[config.mk]
export PLATFORM = sky130hd
export DESIGN_NAME = pf_tile_fetch
export DESIGN_NICKNAME = d
export VERILOG_FILES = /design/src/rtl/pf_pkg.sv /design/src/rtl/pf_shifter.sv /design/src/rtl/pf_tile_fetch.sv
export SDC_FILE = /design/constraint.sdc
export NUM_CORES = 1
export LEC_CHECK = 0
export CAP_MARGIN = 5
export CORE_ASPECT_RATIO = 2
export CORE_UTILIZATION = 45
export CTS_BUF_LIST = sky130_fd_sc_hd__clkbuf_8 sky130_fd_sc_hd__clkbuf_16
export DETAILED_ROUTE_END_ITERATION = 10
export PLACE_DENSITY_LB_ADDON = 0.12
export REMOVE_ABC_BUFFERS = 1
export SYNTH_ARGS = -nofsm -noshare
export SYNTH_HDL_FRONTEND = slang
export SYNTH_SLANG_ARGS = --single-unit
[constraint.sdc]
create_clock -name clk_a -period 2 [get_ports clk_a]
set_clock_uncertainty 0.05 [all_clocks]
set_input_delay 0.4 -clock clk_a [delete_from_list [all_inputs] [get_ports clk_a]]
set_output_delay 0.4 -clock clk_a [all_outputs]
set_load 0.01 [all_outputs]
[src/rtl/pf_pkg.sv]
// Shared definitions for the playfield tile fetch path.
//   PF_COLS / PF_ROWS : playfield geometry in tiles
//   TILE_W            : tile width/height in pixels (one fetch slot per tile)
//   pf_state_e        : fetch sequencer states
//   lane_mask()       : column low bits -> active-low RAM byte-lane enable
package pf_pkg;

  localparam int unsigned PF_COLS = 32;
  localparam int unsigned PF_ROWS = 30;
  localparam int unsigned TILE_W  = 8;

  typedef enum logic [1:0] {
    IDLE     = 2'd0,
    PREFETCH = 2'd1,
    RUN      = 2'd2
  } pf_state_e;

  // Four tile codes share one 32-bit RAM word; col[1:0] picks the byte lane.
  function automatic logic [3:0] lane_mask(input logic [1:0] col);
    lane_mask = ~(4'b0001 << col);
  endfunction

endpackage

[src/rtl/pf_shifter.sv]
// Two-plane 8-bit pixel shifter.
//   clk_a, reset : clock, synchronous active-high reset
//   clear        : synchronous clear (line restart)
//   load         : load d0/d1 (tile boundary); has priority over shift
//   shift        : advance one pixel
//   flip         : 0 = shift left, MSB out; 1 = shift right, LSB out
//   d0, d1       : bitplane 0 / bitplane 1 load data
//   pix          : current pixel {plane1, plane0}
module pf_shifter (
  input  logic       clk_a,
  input  logic       reset,
  input  logic       clear,
  input  logic       load,
  input  logic       shift,
  input  logic       flip,
  input  logic [7:0] d0,
  input  logic [7:0] d1,
  output logic [1:0] pix
);

  logic [7:0] sh0_q, sh1_q;

  always_ff @(posedge clk_a) begin
    if (reset || clear) begin
      sh0_q <= 8'h00;
      sh1_q <= 8'h00;
    end else if (load) begin
      sh0_q <= d0;
      sh1_q <= d1;
    end else if (shift) begin
      if (flip) begin
        sh0_q <= {1'b0, sh0_q[7:1]};
        sh1_q <= {1'b0, sh1_q[7:1]};
      end else begin
        sh0_q <= {sh0_q[6:0], 1'b0};
        sh1_q <= {sh1_q[6:0], 1'b0};
      end
    end
  end

  always_comb begin
    pix = flip ? {sh1_q[0], sh0_q[0]} : {sh1_q[7], sh0_q[7]};
  end

endmodule

[src/rtl/pf_tile_fetch.sv]
// Playfield tile fetch and serializer.
// Reads tile codes from the playfield RAM word port, fetches both bitplanes of
// the current tile line from the graphics ROM and shifts out one pixel per
// pix_ce. One tile is fetched ahead of the tile being displayed.
//   clk_a, reset           : clock, synchronous active-high reset
//   pix_ce                 : pixel enable (at most every second clk_a)
//   line_start, vpos,
//   flip, gfx_bank         : line request, sampled with pix_ce
//   pf_addr, pf_ce         : playfield RAM word address / active-low lane enable
//   pf_dout                : playfield RAM word (combinational read)
//   rom_addr               : graphics ROM address {bank, code[5:0], line}
//   rom_d0, rom_d1         : graphics ROM bitplanes (1 clk_a latency)
//   pix, pix_attr          : pixel colour index / tile attribute
//   pix_valid, busy        : active pixel output / line in progress
module pf_tile_fetch
  import pf_pkg::*;
(
  input  logic        clk_a,
  input  logic        reset,
  input  logic        pix_ce,
  input  logic        line_start,
  input  logic [7:0]  vpos,
  input  logic        flip,
  input  logic        gfx_bank,
  output logic [7:0]  pf_addr,
  output logic [3:0]  pf_ce,
  input  logic [31:0] pf_dout,
  output logic [9:0]  rom_addr,
  input  logic [7:0]  rom_d0,
  input  logic [7:0]  rom_d1,
  output logic [1:0]  pix,
  output logic [1:0]  pix_attr,
  output logic        pix_valid,
  output logic        busy
);

  pf_state_e  state_q;
  logic [2:0] p_q;
  logic [5:0] c_q;
  logic [4:0] row_q;
  logic [2:0] line_q;
  logic       flip_q;
  logic       bank_q;
  logic [7:0] code_q;
  logic [7:0] pend0_q, pend1_q;
  logic [1:0] pend_attr_q;
  logic [1:0] attr_q;

  logic       restart;
  logic       step;
  logic       tile_end;
  logic       blank;
  logic       fetch_en;
  logic       run;
  logic [4:0] fcol;
  logic [7:0] lane_byte;
  logic [1:0] sh_pix;

  always_comb begin
    busy     = (state_q != IDLE);
    run      = (state_q == RUN);
    restart  = pix_ce & line_start;
    step     = pix_ce & busy & ~restart;
    tile_end = step & (p_q == 3'(TILE_W - 1));
    // 31 - c on five bits is the bitwise complement.
    fcol     = c_q[4:0] ^ {5{flip_q}};
    // Rows below the playfield and the slot after column 31 fetch nothing.
    blank    = (row_q >= 5'(PF_ROWS)) | c_q[5];
    fetch_en = busy & (p_q == 3'd0) & ~blank;
    pf_addr  = fetch_en ? {row_q, fcol[4:2]} : 8'h00;
    pf_ce    = fetch_en ? lane_mask(fcol[1:0]) : 4'hF;
    lane_byte = pf_dout[{fcol[1:0], 3'b000} +: 8];
  end

  // Sequencer: phase within tile, fetch column, line parameters.
  always_ff @(posedge clk_a) begin
    if (reset) begin
      state_q <= IDLE;
      p_q     <= 3'd0;
      c_q     <= 6'd0;
      row_q   <= 5'd0;
      line_q  <= 3'd0;
      flip_q  <= 1'b0;
      bank_q  <= 1'b0;
    end else if (restart) begin
      state_q <= PREFETCH;
      p_q     <= 3'd0;
      c_q     <= 6'd0;
      row_q   <= vpos[7:3];
      line_q  <= vpos[2:0] ^ {3{flip}};
      flip_q  <= flip;
      bank_q  <= gfx_bank;
    end else if (step) begin
      p_q <= p_q + 3'd1;
      if (tile_end) begin
        if (state_q == PREFETCH) begin
          state_q <= RUN;
          c_q     <= c_q + 6'd1;
        end else if (c_q == 6'(PF_COLS)) begin
          state_q <= IDLE;
          c_q     <= 6'd0;
        end else begin
          c_q <= c_q + 6'd1;
        end
      end
    end
  end

  // Fetch pipeline: code at p=0, ROM address at p=1, ROM data at p=2.
  always_ff @(posedge clk_a) begin
    if (reset) begin
      code_q      <= 8'h00;
      rom_addr    <= 10'd0;
      pend0_q     <= 8'h00;
      pend1_q     <= 8'h00;
      pend_attr_q <= 2'd0;
      attr_q      <= 2'd0;
    end else if (restart) begin
      pend0_q     <= 8'h00;
      pend1_q     <= 8'h00;
      pend_attr_q <= 2'd0;
      attr_q      <= 2'd0;
    end else if (step) begin
      case (p_q)
        3'd0: code_q <= blank ? 8'h00 : lane_byte;
        3'd1: rom_addr <= {bank_q, code_q[5:0], line_q};
        3'd2: begin
          pend0_q     <= blank ? 8'h00 : rom_d0;
          pend1_q     <= blank ? 8'h00 : rom_d1;
          pend_attr_q <= blank ? 2'd0 : code_q[7:6];
        end
        3'd7: attr_q <= pend_attr_q;
        default: ;
      endcase
    end
  end

  pf_shifter u_shifter (
    .clk_a (clk_a),
    .reset (reset),
    .clear (restart),
    .load  (tile_end),
    .shift (step & ~tile_end),
    .flip  (flip_q),
    .d0    (pend0_q),
    .d1    (pend1_q),
    .pix   (sh_pix)
  );

  always_comb begin
    pix       = run ? sh_pix : 2'd0;
    pix_attr  = run ? attr_q : 2'd0;
    pix_valid = run;
  end

endmodule

Yosys cells after proc, flatten, opt, wreduce, memory -nomap -nowiden
Cells that the tools add are included.
{"block": "classes", "muxes": 22, "n_eq_ne": 6, "n_reduce_logical": 16, "n_shift": 2, "n_lt_le_gt_ge": 1, "add_sub_neg": 2, "n_bitwise": 14}
{"cell": "$mux 8", "n": 10}
{"cell": "$shiftx 32x6->8", "n": 1}
{"cell": "$mux 2", "n": 6}
{"cell": "$mux 6", "n": 2}
{"cell": "$reduce_and 3->1", "n": 4}
{"cell": "$reduce_bool 2->1", "n": 5}
{"cell": "$and 1x1->1", "n": 7}
{"cell": "$add 6x1->6 const B", "n": 1}
{"cell": "$eq 6x6->1 const B", "n": 1}
{"cell": "$reduce_and 2->1", "n": 3}
{"cell": "$ge 5x5->1 const B", "n": 1}
{"cell": "$xor 5x5->5", "n": 1}
{"cell": "$mux 4", "n": 1}
{"cell": "$not 4->4", "n": 1}
{"cell": "$shl 1x2->4 const A", "n": 1}
{"cell": "$add 3x1->3 const B", "n": 1}
{"cell": "$eq 3x1->1 const B", "n": 1}
{"cell": "$eq 3x2->1 const B", "n": 1}
{"cell": "$eq 3x3->1 const B", "n": 1}
{"cell": "$logic_not 3->1", "n": 1}
{"cell": "$mux 1", "n": 3}
{"cell": "$not 1->1", "n": 3}
{"cell": "$reduce_bool 3->1", "n": 1}
{"cell": "$xor 3x3->3", "n": 1}
{"cell": "other kinds (5)", "n": 5}
{"block": "totals", "inputBits": 62, "output_inout_bits": 28, "word_cells": 79, "ff_bits": 75}

Longest topological paths before layout
Gate-level depths: netlist (run 1).
{"block": "logic_depth", "ltp_word": 8, "depth_mapped": 7, "depth_no_buf": 6}

Modules after synthesis
From an unflattened synthesis (run 1), not the netlist that was laid out.
{"block": "unflattened", "hier_cells": 400, "hier_area_um2": 3632.2}
{"module": "pf_tile_fetch", "cells_each": 293, "instances": 1, "seq_area_each_um2": 1181.1, "area_per_inst_um2": 2723.9}
{"module": "pf_shifter", "cells_each": 107, "instances": 1, "seq_area_each_um2": 320.3, "area_per_inst_um2": 908.4}

Least setup slack after synthesis (run 1)
No wires, ideal clock.
{"block": "synth_timing", "path_kind": "reg-to-reg", "startpoint": "register p_q[0]", "endpoint": "register u_shifter.sh1_q[2]", "setup_time_ns": 0.128, "t_arrival_ns": 1.578, "path_stages_with_launch": 8, "period_less_slack_ns": 1.756, "n_path_buf": 2, "slack_ns": 0.244, "t_required_ns": 1.822, "cell_sequence": "dfxtp_1 ha_1 ha_1 clkbuf_1 clkbuf_1 o21ai_0 mux2i_1 nor2_1"}
{"block": "synth_between", "elab_chain_cells": 5, "word_cells_on_any_way": 6, "classes_between": "1 x eq/ne; 1 x mux; 3 x bitwise; 1 x reduce/logical"}
{"item": "start: declaration", "line": "pf_tile_fetch.sv:38", "text": "logic [2:0] p_q;"}
{"item": "start signal: assignment", "line": "pf_tile_fetch.sv:94", "text": "p_q <= p_q + 3'd1;"}
{"item": "$eq 3x3->1 *", "line": "pf_tile_fetch.sv:64", "text": "tile_end = step & (p_q == 3'(TILE_W - 1));"}
{"item": "$and 1x1->1 *", "line": "pf_tile_fetch.sv:64"}
{"item": "$not 1->1", "line": "pf_tile_fetch.sv:143", "text": ".shift (step & ~tile_end),"}
{"item": "$and 1x1->1", "line": "pf_tile_fetch.sv:143"}
{"item": "$reduce_bool 2->1 (no source line)"}
{"item": "end signal: assignment", "line": "pf_shifter.sv:33", "text": "sh1_q <= {1'b0, sh1_q[7:1]};"}
{"item": "end signal: assignment", "line": "pf_shifter.sv:36", "text": "sh1_q <= {sh1_q[6:0], 1'b0};"}
{"item": "end: declaration", "line": "pf_shifter.sv:21", "text": "logic [7:0] sh0_q, sh1_q;"}
Mark *: on every way between the ends. The rest lies on a longest branch, timed or not.
A chain may end at the register's enable or synchronous reset.

Worst setup path in the final report (run 1)
{"block": "layout_timing", "startpoint": "register row_q[4]", "endpoint": "output port pf_ce[1]"}
{"block": "layout_between", "elab_chain_cells": 5}
{"item": "start: declaration", "line": "pf_tile_fetch.sv:40", "text": "logic [4:0] row_q;"}
{"item": "start signal: assignment", "line": "pf_tile_fetch.sv:89", "text": "row_q <= vpos[7:3];"}
{"item": "$ge 5x5->1", "line": "pf_tile_fetch.sv:68", "text": "blank = (row_q >= 5'(PF_ROWS)) | c_q[5];"}
{"item": "$or 1x1->1", "line": "pf_tile_fetch.sv:68"}
{"item": "$not 1->1", "line": "pf_tile_fetch.sv:69", "text": "fetch_en = busy & (p_q == 3'd0) & ~blank;"}
{"item": "$and 1x1->1", "line": "pf_tile_fetch.sv:69"}
{"item": "$mux 4", "line": "pf_tile_fetch.sv:71", "text": "pf_ce = fetch_en ? lane_mask(fcol[1:0]) : 4'hF;"}
{"item": "end: declaration", "line": "pf_tile_fetch.sv:26", "text": "output logic [3:0] pf_ce,"}
Every way passes these cells.

==> results of run 1 <==
-- registers in the layout, indices dropped and copies added (netlist names), 2 cells and up --
| signal | flops |
|---|---|
| rom_addr | 10 |
| code_q | 8 |
| pend0_q | 8 |
| pend1_q | 8 |
| u_shifter.sh0_q | 8 |
| u_shifter.sh1_q | 8 |
| c_q | 6 |
| row_q | 5 |
| line_q | 3 |
| p_q | 3 |
| attr_q | 2 |
| pend_attr_q | 2 |
| state_q | 2 |
-- stage by stage --
stage	area, um2	util
2_1_floorplan	3370	-
3_3_place_gp	4780	0.634
6_report	5180	0.687
3_5_place_dp	4780	0.634
4_1_cts	5130	0.680
5_1_grt	5180	0.687
-- routing by layer --
metal  track usage  vias to the layer above  share of wire
met2         0.447                       91           0.57
met1         0.227                     1531           0.37
met5             0                        -              0
li1              -                     1579              -
met4         0.110                        0          0.026
met3        0.0531                       20          0.042
-- layout by cell type (no fill, tap or decap), types with 2 or more instances in the layout --
master,instances
a211oi_1,7
a22o_1,8
nor2_1,62
dfxtp_2,6
clkdlybuf4s50_1,71
clkinv_2,4
buf_4,37
mux2i_1,37
dfxtp_1,69
inv_2,2
dlygate4sd2_1,5
inv_1,6
nor2_4,3
or3_1,2
buf_12,7
a21oi_1,18
a31oi_1,2
nand3_2,2
nand2_1,33
nand3_1,6
clkbuf_16,9
a22oi_1,18
and2_4,2
mux4_2,8
buf_6,7
xnor2_1,8
and2_1,5
xor2_1,4
buf_2,9
nor3_1,2
nand4_1,3
and3_1,2
ha_1,6
and4_1,2
nor2_2,2
nor3b_1,2
nand2b_1,2
o21ai_0,13
-- where the power goes --
group / switching (mW) / internal (mW)
Combinational: 0.147 / 0.238
Clock: 0.594 / 0.948
Sequential: 0.0127 / 1.51
Total: 0.754 / 2.70
-- layout make-up --
class	count	area (um2)
clock buffer	9	225
fill	628	2360
multi-input combinational	272	1930
timing repair buffer	138	1310
clock inverter	6	57.6
tap	94	118
sequential	75	1510
inverter	8	30.0
-- how the worst max path moves through the flow --
stage,start,endpoint,slack (ns),cells past startpoint
2_1_floorplan,line_start,rom_addr[0],-0.70,4
3_3_place_gp,row_q[4],pf_addr[1],-0.07,5
3_5_place_dp,row_q[3],pf_ce[1],-0.12,4
4_1_cts,row_q[1],pf_ce[0],-0.08,7
5_1_grt,row_q[4],pf_ce[2],-0.12,7
6_report,row_q[4],pf_ce[1],-0.07,5
-- tightest hold or removal path: stages, from the launching register on --
cell,delay [ns]
dfxtp_1,0.31
nand2_1,0.05
a21oi_1,0.05
-- cells by family (layout without fill, tap and decap cells) --
group                      count (synthesis)  after routing  share of synthesized area
and+or+nand+nor                          137            137                      0.178
DFF                                       75             75                      0.430
AOI/OAI and AO/OA                         70             70                      0.132
muxes                                     45             45                      0.158
buffers and inverters                     32            161                     0.0430
xor gates and xnor gates                  13             13                     0.0347
adders and majority gates                  7              7                     0.0251
-- synth_stat cells (all sizes together) (2+ instances only) --
cell type,instances,area share
inv,8,0.0086
o21ai,13,0.019
nor3,3,0.0057
ha,7,0.025
nand2b,3,0.0054
xor2,4,0.010
mux4,8,0.052
nor2,67,0.074
nor3b,2,0.0043
a22o,8,0.020
xnor2,9,0.025
and4,2,0.0050
or3,2,0.0036
a211oi,7,0.015
and3,3,0.0054
clkbuf,12,0.013
dfxtp,75,0.43
nand3,8,0.013
and2,8,0.014
a21oi,18,0.026
nand4,3,0.0054
nand2,33,0.035
mux2i,37,0.11
buf,12,0.021
a31oi,2,0.0036
a22oi,18,0.039
-- repair_timing --
action / in CTS / in global routing
pin swaps: 6 / 2
setup endpoints to repair: 18 / 17
buffers inserted: 7 / 2
resized for setup: 73 / 14
==> impl_metrics.ini, run 1 <==
[floorplanning]
start_util = 0.463
io_pins = 90
core-area_mm2 = 0.00754
dieArea_mm2 = 0.00814
die_w_um = 64.3
rows = 45
die_h_um = 127

[yosys]
synth.distinct_cells = 40
ys_ff_latch = 75
synth_cells = 379
netlist_area_mm2 = 0.00349
synthArstFlopShare = 0
synth_edf_count = 0
syn_avg_cell_area_um2 = 9.22
ys.flop_type = dfxtp_1
ys_warn_count = 0
seq_area_frac_synth = 0.430

[clocking]
cts_buffers = 9
clockBufferDepth = 2
cts.sinks = 75
cts_root_buffer = clkbuf_16
cts_tree = done
clock_latency_ns = 0.33
ctsHoldBuffers = 0
clkTransAtPathRegs_ns = 0.06
cts.htree.levels = 3

[cells_and_area]
drive_gt1_frac = 0.217
syn2layout_area_growth_pct = 48.4
final_net_count = 573
final_cells = 602
antenna_cells = 0

[placement]
hpwl_um = 6550
port_buffers = 89
place_inst = 579
pre_cts_ws_ns = -0.116
gp_congestion = 0.849

[route]
wl_per_cell_um = 15.2
firstDrtPassIters = 4
vias_per_cell = 5.35
num_vias = 3221
first_iter_violations = 148
routed_wl_um = 9130
drcViolationCount = 0
ant_nets = 0

[setup_path]
r2r-end = c_q[5]
crit_slowest_cell = dfxtp_2
reg2reg_depth = 7
r2r_start = p_q[0]
worstPathMaxFanout = 3
critPathBufInv = 2
endpoint_kind = output port
worstSetupPathType = reg2out
crit_required_ns = 1.55
startpoint_type = register
max_stage_delay_ns = 0.32
regToRegSetupSlack_ns = 0.15
worst_ep_arrival_time_ns = 1.62
crit_path_cell_trace = a41oi_2, nand3_2, buf_4, or3_1, buf_2
critical_path.top_delay_family = simple AND/OR/NAND/NOR gates

[sta]
rsz0062_at_grt = true
relSlewSlack = 0.637
period_minus_slack_ns = 2.07
worst_pin_slew_ns = 0.541
fin_hold_ws_ns = 0.407
slew_viol_final = 0
fin_crit_sh = 1.04
finalSetupViolCount = 6
hold_viol_final = 0
setup-tns-final_ns = -0.227
fmax_mhz = 483
fin_ws_ns = -0.0712

[worst_hold_path]
worstHoldStart = attr_q[1]
min_path_cells = 2
hold_path.class = reg2reg
min_to = attr_q[1]

[global_routing]
antenna_found_initial = 0
grt_use_total = 0.234
grt_start_max_net_pins = 41
grt_pass1_vias = 3305
grt-ovfl-total = 0
grt_first_pass_wirelength_um = 14800

[power]
powerDensity_mw_per_mm2 = 666
p_leak_nw = 1.94
vdd_drop_max_mv = 0.576
finalPower_mw = 3.45

[outcome]
outcome = complete, but fails checks
failed_checks = negative setup slack

[flow_run]
cap_viol_max_count = 0
Note: power is estimated with default switching activity, not from simulation.
==> run 2: changes to the inputs <==
Settings changed: ABC_CLOCK_PERIOD_IN_PS set to 2000, REMOVE_ABC_BUFFERS 1 to not set.
==> impl_metrics.ini, run 2 (synthesis gave the netlist of run 1 again) <==
[route]
firstDrtPassIters = 4
num_vias = 3182
vias_per_cell = 5.29
ant_nets = 0
drcViolationCount = 0
first_iter_violations = 96
wl_per_cell_um = 15.1
routed_wl_um = 9070

[power]
p_clk_frac = 0.457
pwr-share-comb = 0.110
finalPower_mw = 3.53
vdd_drop_max_mv = 0.621
p_sw_frac = 0.213
p_int_mw = 2.78
p_leak_nw = 1.94
p_sw_mw = 0.753
powerDensity_mw_per_mm2 = 672
seqPwrFrac = 0.432

[setup_path]
critical_path.top_delay_family = simple AND/OR/NAND/NOR gates
r2r_start = p_q[0]
startpoint_type = register
startpoint = row_q[1]
reg2reg_depth = 7
max_stage_delay_ns = 0.33
critPathBufInv = 3
endpoint_kind = output port
crit_slowest_cell = dfxtp_2
worstPathMaxFanout = 6
worst_path_most_repeated_cell = buf_6
worstSetupPathType = reg2out
crit_path_cell_trace = a41oi_4, buf_6, and3_4, buf_6, and2_4, buf_6
crit_required_ns = 1.55
worst_ep_arrival_time_ns = 1.62
crit_cells = 6

[cells_and_area]
largest_reg_flops = 10
syn2layout_area_growth_pct = 50.3
antenna_cells = 0
largest-register = rom_addr
postLayoutCoreUtil = 0.696
layout_common_cells = clkdlybuf4s50_1, dfxtp_1, nor2_1, mux2i_1, buf_4
final_net_count = 573
drive_gt1_frac = 0.222
final_common_cell = clkdlybuf4s50_1
stdcell_area_mm2 = 0.00525

[clocking]
cts.sinks = 75
cts_buffers = 9
ctsHoldBuffers = 0
clkTransAtPathRegs_ns = 0.06
cts.htree.levels = 3
cts_tree = done
cts_root_buffer = clkbuf_16
clockBufferDepth = 2
clock_latency_ns = 0.34

[global_routing]
grt_use_total = 0.238
grt_pass1_vias = 3186
grt_start_max_net_pins = 41
grt_first_pass_wirelength_um = 15000
antenna_found_initial = 0
grt-ovfl-total = 0

[yosys]
synth_nets = 448

[placement]
dpl_cell_area_mm2 = 0.00477
port_buffers = 89
pre_cts_ws_ns = -0.182
gp_congestion = 0.881
hpwl_um = 6430

[floorplanning]
core-area_mm2 = 0.00754
die_h_um = 127
rows = 45
dieArea_mm2 = 0.00814
start_util = 0.463
io_pins = 90
die_w_um = 64.3

[sta]
worst_pin_slew_ns = 0.563
rsz0062_at_grt = true
finalSetupViolCount = 3
hold_viol_final = 0
fin_crit_sh = 1.03
relSlewSlack = 0.623
fin_ws_ns = -0.0652
setup-tns-final_ns = -0.193
period_minus_slack_ns = 2.07
slew_viol_final = 0
fmax_mhz = 484

[outcome]
failed_checks = negative setup slack
outcome = complete, but fails checks

[worst_hold_path]
min_path_cells = 2
hold_path.class = reg2reg
worstHoldStart = attr_q[0]

[flow_run]
cap_viol_max_count = 0
run 2: changes by cell type in the layout (fill, tap and decap cells not counted), moves of 2 or more:
cell             previous run  this run
clkinv_2                    4         1
and2_1                      5         2
clkbuf_8                    0         2
and2_4                      2         5
clkdlybuf4s15_1             0         2
buf_6                       7        13
dlygate4sd2_1               5         3
buf_2                       9         6
buf_12                      7         5
run 2: worst min-delay path, stage by stage (launching register included):
cell,delay (ns)
dfxtp_1,0.30
nand2_1,0.05
a21oi_1,0.05
run 2: per-stage QoR:
stage | instances | hold WS [ns]
after floorplan | 379 | 0.382
after global placement | 580 | 0.395
after detailed placement | 580 | 0.396
after CTS | 601 | 0.404
after global routing | 602 | 0.435
final | 602 | 0.402
run 2: final cells by class:
class / count / area, um2
multi-input cells: 272 / 1960
well taps: 94 / 118
clock buffers: 11 / 253
inverters: 8 / 30.0
repair buffers: 138 / 1330
fillers: 625 / 2290
clock inverters: 4 / 50.0
flip-flops and latches: 75 / 1510
run 2: final timing paths:
check | to | slack, ns
min reg2reg | attr_q[0] | 0.40
max reg2reg | c_q[5] | 0.16
max | pf_addr[3] | -0.07
min | attr_q[0] | 0.40
run 2: power groups by stage:
stage                     Sequential, mW  Clock [mW]  Combinational (mW)
after floorplan                     1.55           0               0.145
final                               1.53        1.61               0.389
after CTS                           1.53        1.65               0.379
after detailed placement            1.56           0               0.356
after global routing                1.53        1.71               0.417
after global placement              1.55           0               0.350
run 2: per-layer routing:
layer,vias up,global-route usage,share of wire
met5,-,0,0
met4,0,0.120,0.031
met2,76,0.445,0.55
li1,1574,-,-
met1,1515,0.245,0.38
met3,17,0.0414,0.034
run 2: timing repair:
item,in CTS,in global routing
gates resized for setup,81,24
endpoints found under the setup margin,18,17
pin swaps,6,9
setup buffers,6,2
